<file path="config.mk">
export PLATFORM = sky130hd
export DESIGN_NAME = controlador_display
export DESIGN_NICKNAME = d
export VERILOG_FILES = /design/src/rtl/controlador_display.sv
export SDC_FILE = /design/constraint.sdc
export NUM_CORES = 1
export LEC_CHECK = 0
export ABC_AREA = 1
export ABC_CLOCK_PERIOD_IN_PS = 3000
export CAP_MARGIN = 40
export CORE_MARGIN = 4
export CORE_UTILIZATION = 51
export CTS_CLUSTER_DIAMETER = 50
export DETAILED_ROUTE_END_ITERATION = 12
export MAX_ROUTING_LAYER = met4
export PLACE_DENSITY = 0.77
export SKIP_LAST_GASP = 1
export SLEW_MARGIN = 40
export SYNTH_ARGS = -nofsm -noshare
export SYNTH_HDL_FRONTEND = slang
export SYNTH_SLANG_ARGS = --single-unit
</file>
<file path="constraint.sdc">
create_clock -name clk -period 3 [get_ports clk]
set_input_delay 0.3 -clock clk [delete_from_list [all_inputs] [get_ports clk]]
set_output_delay 0.3 -clock clk [all_outputs]
set_load 0.03 [all_outputs]
</file>
<file path="src/rtl/controlador_display.sv">
// rtl/controlador_display.sv - 4-digit seven-segment scan controller with blanking gaps and per-frame snapshot; optional LEADING_ZERO_BLANK_EN
module controlador_display #(
    parameter int SHOW_CYCLES  = 100000,
    parameter int BLANK_CYCLES = 2000
) (
    input  logic        clk,
    input  logic        reset,
    input  logic [15:0] data,
    input  logic [3:0]  dp_in,
    input  logic [3:0]  digit_en,
    output logic [1:0]  sel,
    output logic [3:0]  an,
    output logic [6:0]  seg,
    output logic        dp,
    output logic        frame_start
);

    localparam int MAX_CYCLES = (SHOW_CYCLES > BLANK_CYCLES) ? SHOW_CYCLES : BLANK_CYCLES;
    localparam int CW         = (MAX_CYCLES > 1) ? $clog2(MAX_CYCLES) : 1;
    localparam logic [CW-1:0] SHOW_LAST  = CW'(SHOW_CYCLES - 1);
    localparam logic [CW-1:0] BLANK_LAST = CW'(BLANK_CYCLES - 1);

    typedef enum logic {BLANK, SHOW} state_t;

    state_t         state;
    logic [CW-1:0]  cnt;
    logic [15:0]    sh_data;
    logic [3:0]     sh_dp;
    logic [3:0]     sh_en;

    logic           snap;
    logic [15:0]    nx_data;
    logic [3:0]     nx_dp;
    logic [3:0]     nx_en;
    logic [3:0]     nibble;
    logic           lz_dark;
    logic           visible;

    function automatic logic [6:0] hex7seg(input logic [3:0] v);
        case (v)
            4'h0: hex7seg = 7'b1000000;
            4'h1: hex7seg = 7'b1111001;
            4'h2: hex7seg = 7'b0100100;
            4'h3: hex7seg = 7'b0110000;
            4'h4: hex7seg = 7'b0011001;
            4'h5: hex7seg = 7'b0010010;
            4'h6: hex7seg = 7'b0000010;
            4'h7: hex7seg = 7'b1111000;
            4'h8: hex7seg = 7'b0000000;
            4'h9: hex7seg = 7'b0010000;
            4'hA: hex7seg = 7'b0001000;
            4'hB: hex7seg = 7'b0000011;
            4'hC: hex7seg = 7'b1000110;
            4'hD: hex7seg = 7'b0100001;
            4'hE: hex7seg = 7'b0000110;
            default: hex7seg = 7'b0001110;
        endcase
    endfunction

    // Values the upcoming digit will display: fresh inputs at the frame snapshot edge, shadows otherwise
    always_comb begin
        snap    = (state == BLANK) && (cnt == BLANK_LAST) && (sel == 2'd0);
        nx_data = snap ? data     : sh_data;
        nx_dp   = snap ? dp_in    : sh_dp;
        nx_en   = snap ? digit_en : sh_en;
        nibble  = nx_data[{sel, 2'b00} +: 4];
`ifdef LEADING_ZERO_BLANK_EN
        case (sel)
            2'd3:    lz_dark = (nx_data[15:12] == 4'h0);
            2'd2:    lz_dark = (nx_data[15:8]  == 8'h00);
            2'd1:    lz_dark = (nx_data[15:4]  == 12'h000);
            default: lz_dark = 1'b0;
        endcase
`else
        lz_dark = 1'b0;
`endif
        visible = nx_en[sel] && (!lz_dark || nx_dp[sel]);
    end

    // Scan FSM; outputs are registered alongside the state so the pins never glitch
    always_ff @(posedge clk) begin
        if (reset) begin
            state       <= BLANK;
            cnt         <= '0;
            sel         <= 2'd0;
            an          <= 4'b1111;
            seg         <= 7'b1111111;
            dp          <= 1'b1;
            frame_start <= 1'b0;
            sh_data     <= '0;
            sh_dp       <= '0;
            sh_en       <= '0;
        end else begin
            frame_start <= 1'b0;
            case (state)
                BLANK: begin
                    if (cnt == BLANK_LAST) begin
                        state <= SHOW;
                        cnt   <= '0;
                        if (snap) begin
                            sh_data     <= data;
                            sh_dp       <= dp_in;
                            sh_en       <= digit_en;
                            frame_start <= 1'b1;
                        end
                        if (visible) begin
                            an  <= ~(4'b0001 << sel);
                            seg <= hex7seg(nibble);
                            dp  <= ~nx_dp[sel];
                        end
                    end else begin
                        cnt <= cnt + 1'b1;
                    end
                end
                default: begin
                    if (cnt == SHOW_LAST) begin
                        state <= BLANK;
                        cnt   <= '0;
                        sel   <= sel + 2'd1;
                        an    <= 4'b1111;
                        seg   <= 7'b1111111;
                        dp    <= 1'b1;
                    end else begin
                        cnt <= cnt + 1'b1;
                    end
                end
            endcase
        end
    end

endmodule

</file>
==> results of run 1 <==
==> per-layer routing <==
layer | vias up | wire (um) | global-route usage, %
li1 | 1618 | - | -
met1 | 1404 | 3669 | 26.06
met2 | 75 | 3768 | 36.77
met3 | 17 | 449 | 4.516
met4 | 0 | 153 | 8.254
met5 | - | 0 | -
==> critical path: stages, from the launching register on <==
cell and delay, ns:
dfxtp_1 0.31, inv_1 0.07, ha_1 0.64, nand3_2 0.45, nand2_4 0.16, nand3_1 0.08
nand3_1 0.10, nand2_1 0.10, ha_1 0.22, nand3_1 0.13, nand2_1 0.08, nand2_1 0.05
nand3_1 0.08, nand2_1 0.09, nand2_1 0.06
==> registers in the layout, indices dropped and copies added, names as in the netlist <==
name and cells:
cnt 17, sh_data 16, seg 7, an 4, sh_dp 4, sh_en 4, sel 2, dp 1
frame_start 1, state 1
==> per-stage QoR <==
| stage | power [mW] | util [%] | worst slack [ns] | std cells | hold WS [ns] |
|---|---|---|---|---|---|
| detailed placement | 0.8399 | 59.31 | 0.3088 | 584 | 0.4401 |
| finish | 1.513 | 62.48 | 0.2655 | 601 | 0.4491 |
| CTS | 1.526 | 62.32 | 0.2685 | 600 | 0.4546 |
| global placement | 0.8385 | 59.31 | 0.4138 | 584 | 0.4295 |
| floorplan | 0.7982 | - | 0.003592 | 481 | 0.3785 |
| global route | 1.562 | 62.48 | 0.03906 | 601 | 0.4703 |
==> cell type report <==
type / count / area (um^2) / area share (%)
Clock buffer: 14 / 182.7 / 4.578
Clock inverter: 2 / 10.01 / 0.2509
Inverter: 69 / 261.5 / 6.554
Multi-Input combinational cell: 337 / 1861 / 46.63
Sequential cell: 57 / 1141 / 28.60
Tap cell: 77 / 96.34 / 2.415
Timing Repair Buffer: 45 / 437.9 / 10.98
==> layout by cell type (no fill, tap or decap), types with 6 or more instances in the layout <==
cell / instances
nand2_1: 115
inv_1: 61
dfxtp_1: 57
nand3_1: 53
nor2_1: 47
clkdlybuf4s50_1: 40
nand4_1: 15
nand2_2: 13
nand3_2: 13
clkbuf_8: 13
ha_1: 11
a21oi_1: 10
o21a_1: 6
==> where the power goes <==
part	internal, mW	switching [mW]
Sequential	0.760	0.00233
Combinational	0.0344	0.0261
Clock	0.388	0.302
==> worst paths after layout <==
kind                                     startpoint                   to  slack [ns]  cells past startpoint
worst min-delay path              cnt[0]$_SDFF_PP0_    cnt[0]$_SDFF_PP0_        0.45                      1
worst max register to register  sel[1]$_SDFFE_PP0P_  seg[3]$_SDFFE_PP1P_        0.27                     14
worst min register to register    cnt[0]$_SDFF_PP0_    cnt[0]$_SDFF_PP0_        0.45                      1
worst max-delay path            sel[1]$_SDFFE_PP0P_  seg[3]$_SDFFE_PP1P_        0.27                     14
==> kinds of logic after synthesis <==
kind of cell / after synthesis / share of synthesized area, %
simple gates: 286 / 43.12
buf+inv: 88 / 11.28
flops: 57 / 33.84
compound gates: 37 / 7.161
fa+ha+maj: 11 / 4.082
xor+xnor: 2 / 0.5196
==> repair_timing <==
item,CTS,global route
hold buffers,0,0
buffers inserted,0,0
endpoints found under the setup margin,0,3
==> flow_summary.ini, run 1 <==
[synthesis]
ys_warn_count = 0
ys_async_sr_fraction_pct = 0
syn_area_per_cell_um2 = 7.010
synth-edff-count = 0
synth_fp_nets = 518
synth_most_common_cell = nand2_1
yosysTopAreaCell = dfxtp_1
synth_cell_types = 40
synth_ff_type = dfxtp_1
synthCells = 481
ys_seq_area_share_pct = 33.84
syn_area_um2 = 3372
synth_area_leaders = dfxtp_1 34%, nand2_1 13%, nand3_1 7.9%
yosysTopAreaCellShare_pct = 33.84
yosys_register_bits = 57
ys_top_cells_by_count = 115 x nand2_1, 61 x inv_1, 57 x dfxtp_1

[timing]
setup_viol = 0
period_needed_ns = 2.734
setup_tns_ns = 0
slew_violations = 0
hold_viol = 0
max_freq_mhz = 365.7
min_period_over_period_pct = 91.15
rsz0062_at_grt = false
worst_slew_pin_slew_ns = 0.7428
finalClockSkew_ns = 0.005707
max-slew-margin-rel_pct = 50.48

[power_and_ir_drop]
irDropWorstVdd_mv = 0.2608
power.leakage_nw = 1.781
power.density_nw_per_um2 = 379.2

[detailed_routing]
wirelength_mm = 8.041
dr.pass1.iters = 4
viasPerCell = 5.181
final_antenna_net_count = 0
initialDrtViolationCount = 224
drc = 0
wl_per_cell_um = 13.38
vias = 3114

[clock_tree]
cts_tree = done
cts_sinks = 57
htree_levels = 3
clk_latency_ns = 0.34
tritoncts.num_buffers = 9
clock_path_buffers = 2
clk_pin_slew_worst_paths_ns = 0.07
root_buffer = clkbuf_8
cts_resized = 0

[floorplanning]
rows = 29
start_util_pct = 52.80
die_h_um = 89.31
core_area_um2 = 6386
dieArea_um2 = 7976
fp.dieW_um = 89.31
pin_count = 41

[worst_hold_path]
worst_hold_path_type = flop to flop

[run_status]
status = finished, final reports clean

[setup_path]
crit_fanout = 18
cp-start-kind = flop
required_ns = 3.23
critPathArrivalTime_ns = 2.96
cp-end-kind = flop
crit_type = flop to flop

[layout]
antennaDiodeCount = 0
syn2layout_area_growth_pct = 18.33
final_area_um2 = 3990
layout.nets = 556
layout-drive-gt1-share_pct = 13.55
fill_cells = 565

[placed_design]
placed_area_um2 = 3787
gp_congestion = 0.8396
io_buffers = 40
dp_hpwl_mm = 5.690

[grt]
gr-usage-all-layers_pct = 22.03
grt_antenna_before_repair = 0
grt_max_degree = 32
grt-ovfl-total = 0
first_global_vias = 3071
grt_first_pass_wirelength_mm = 13.34

[run]
maxCapViolCount = 0
No activity file was read; power rests on OpenSTA's default activity.
==> run 2: changes to the inputs <==
Settings changed: CORE_UTILIZATION 51 to 45, PLACE_DENSITY 0.77 to 0.69.
==> flow_summary.ini, run 2 (synthesis results as in run 1) <==
[run_status]
status = finished, final reports clean

[placed_design]
dp_hpwl_mm = 5.855
io_buffers = 40
gp_congestion = 0.8903
post-place-ws_ns = 0.3955

[worst_hold_path]
min_from = cnt[0]$_SDFF_PP0_
hold_end = cnt[0]$_SDFF_PP0_
holdPathStages = 1
worst_hold_path_type = flop to flop

[timing]
max_freq_mhz = 382.8
holdWs_ns = 0.4502
setup_viol = 0
finalClockSkew_ns = 0.007409
rsz0062_at_grt = false
min_period_over_period_pct = 87.08
setup_ws_ns = 0.3877
setup_tns_ns = 0
hold_viol = 0
period_needed_ns = 2.612
max-slew-margin-rel_pct = 46.84
worst_slew_pin_slew_ns = 0.7901
slew_violations = 0

[setup_path]
r2r_start = cnt[0]$_SDFF_PP0_
crit_type = flop to flop
r2r-end = seg[6]$_SDFFE_PP1P_
cpMostUsedCell = nand2_1
max_stage_delay_ns = 0.35
cp-end-kind = flop
r2r_slack_ns = 0.39
crit_fanout = 15
ff2ff_path_depth = 15
crit_buf_inv = 3
crit_chain = ha_1 > nand2_2 > nor2_4 > inv_2 > nor2_4 > nand3_4 > buf_4 > clkinv_2 > nand2_1 > o211ai_1 > nand3_2 > nand3_4 > nand2_1 > nand2_1 > nand2_1
critPathTopFamily = simple AND/OR/NAND/NOR gates
required_ns = 3.22
cp-start-kind = flop
slowest_stage = dfxtp_1
critPathArrivalTime_ns = 2.84

[floorplanning]
rows = 31
start_util_pct = 46.49
fp.dieW_um = 94.57
core_area_um2 = 7253
die_h_um = 94.57
dieArea_um2 = 8943
pin_count = 41

[run]
maxCapViolCount = 0

[clock_tree]
clock_path_buffers = 2
cts_resized = 0
cts_sinks = 57
cts_tree = done
htree_levels = 3
tritoncts.num_buffers = 9
hold_buffers = 0
clk_latency_ns = 0.33
root_buffer = clkbuf_8
cts_setup_buffers = 0
clk_pin_slew_worst_paths_ns = 0.06

[power_and_ir_drop]
sequentialPowerShare_pct = 47.7
power.density_nw_per_um2 = 394.9
p_int_mw = 1.263
irDropWorstVdd_mv = 0.2531
pwr-share-comb_pct = 3.7
netSwitchingPower_mw = 0.3342
swShare_pct = 20.92
finalPower_mw = 1.597
p_clk_share_pct = 48.6
power.leakage_nw = 1.798

[grt]
grt_first_pass_wirelength_mm = 13.43
grt-ovfl-total = 0
first_global_vias = 2918
grt_antenna_before_repair = 0
grt_max_degree = 32
gr-usage-all-layers_pct = 19.66

[detailed_routing]
dr.pass1.iters = 5
viasPerCell = 4.949
wl_per_cell_um = 12.88
wirelength_mm = 8.023
final_antenna_net_count = 0
drc = 0
initialDrtViolationCount = 127
vias = 3083

[layout]
final_common_cell = nand2_1
max_flop_register = cnt
top_regs = cnt x17, sh_data x16, seg x7
antennaDiodeCount = 0
syn2layout_area_growth_pct = 19.93
fill_cells = 701
most-common-layout-cells = 115 x nand2_1, 61 x inv_1, 57 x dfxtp_1
largest_register_ff_count = 17
layout.nets = 557
layout-drive-gt1-share_pct = 13.74
## run 2: changes by cell type in the layout (fill, tap and decap cells not counted)
| cell | previous run | this run |
|---|---|---|
| nand3_2 | 13 | 12 |
| buf_4 | 5 | 7 |
| clkinv_2 | 4 | 3 |
| clkbuf_1 | 1 | 0 |
| bufinv_16 | 0 | 1 |
## run 2: worst max-delay path by stage
stage | from | slack (ns) | depth (start not counted) | to
2_1_floorplan | sel[1]$_SDFFE_PP0P_ | 0.004 | 18 | seg[5]$_SDFFE_PP1P_
3_3_place_gp | sel[1]$_SDFFE_PP0P_ | 0.44 | 14 | seg[0]$_SDFFE_PP1P_
3_5_place_dp | cnt[0]$_SDFF_PP0_ | 0.40 | 15 | seg[6]$_SDFFE_PP1P_
4_1_cts | cnt[0]$_SDFF_PP0_ | 0.38 | 15 | seg[6]$_SDFFE_PP1P_
5_1_grt | cnt[0]$_SDFF_PP0_ | 0.06 | 18 | seg[6]$_SDFFE_PP1P_
6_report | cnt[0]$_SDFF_PP0_ | 0.39 | 15 | seg[6]$_SDFFE_PP1P_
## run 2: area by class of cell
| cell class | instances | area [um^2] | share of cell area [%] |
|---|---|---|---|
| flip-flops and latches | 57 | 1141 | 28.22 |
| inverters | 69 | 261.5 | 6.467 |
| clock inverters | 2 | 35.03 | 0.8663 |
| repair buffers | 47 | 452.9 | 11.20 |
| multi-input cells | 336 | 1851 | 45.76 |
| clock buffers | 13 | 178.9 | 4.425 |
| well taps | 99 | 123.9 | 3.063 |
## run 2: routing by layer
| layer | global-route usage [%] | vias up | part of all wire (%) |
|---|---|---|---|
| met2 | 30.85 | 61 | 45 |
| met5 | - | - | 0 |
| met4 | 6.851 | 0 | 1.1 |
| met3 | 3.108 | 9 | 5.4 |
| met1 | 25.73 | 1396 | 48 |
| li1 | - | 1617 | - |
## run 2: through the flow
stage | std cells | util [%] | area [um^2]
3_5_place_dp | 608 | 52.80 | 3830
2_1_floorplan | 481 | - | 3372
5_1_grt | 623 | 55.75 | 4044
4_1_cts | 623 | 55.75 | 4044
3_3_place_gp | 608 | 52.80 | 3830
6_report | 623 | 55.75 | 4044
## run 2: worst reg2reg max path, cell delays in order (launching register included)
cell	delay, ns
dfxtp_1	0.35
ha_1	0.19
nand2_2	0.09
nor2_4	0.10
inv_2	0.06
nor2_4	0.28
nand3_4	0.22
buf_4	0.25
clkinv_2	0.12
nand2_1	0.08
o211ai_1	0.10
nand3_2	0.11
nand3_4	0.20
nand2_1	0.18
nand2_1	0.13
nand2_1	0.06
## run 2: power groups by stage
stage	clock (mW)	combinational (mW)	sequential (mW)
6_report	0.776	0.0594	0.762
5_1_grt	0.826	0.0646	0.762
4_1_cts	0.793	0.0603	0.762
3_5_place_dp	0	0.0598	0.779
3_3_place_gp	0	0.0600	0.779
2_1_floorplan	0	0.0194	0.779
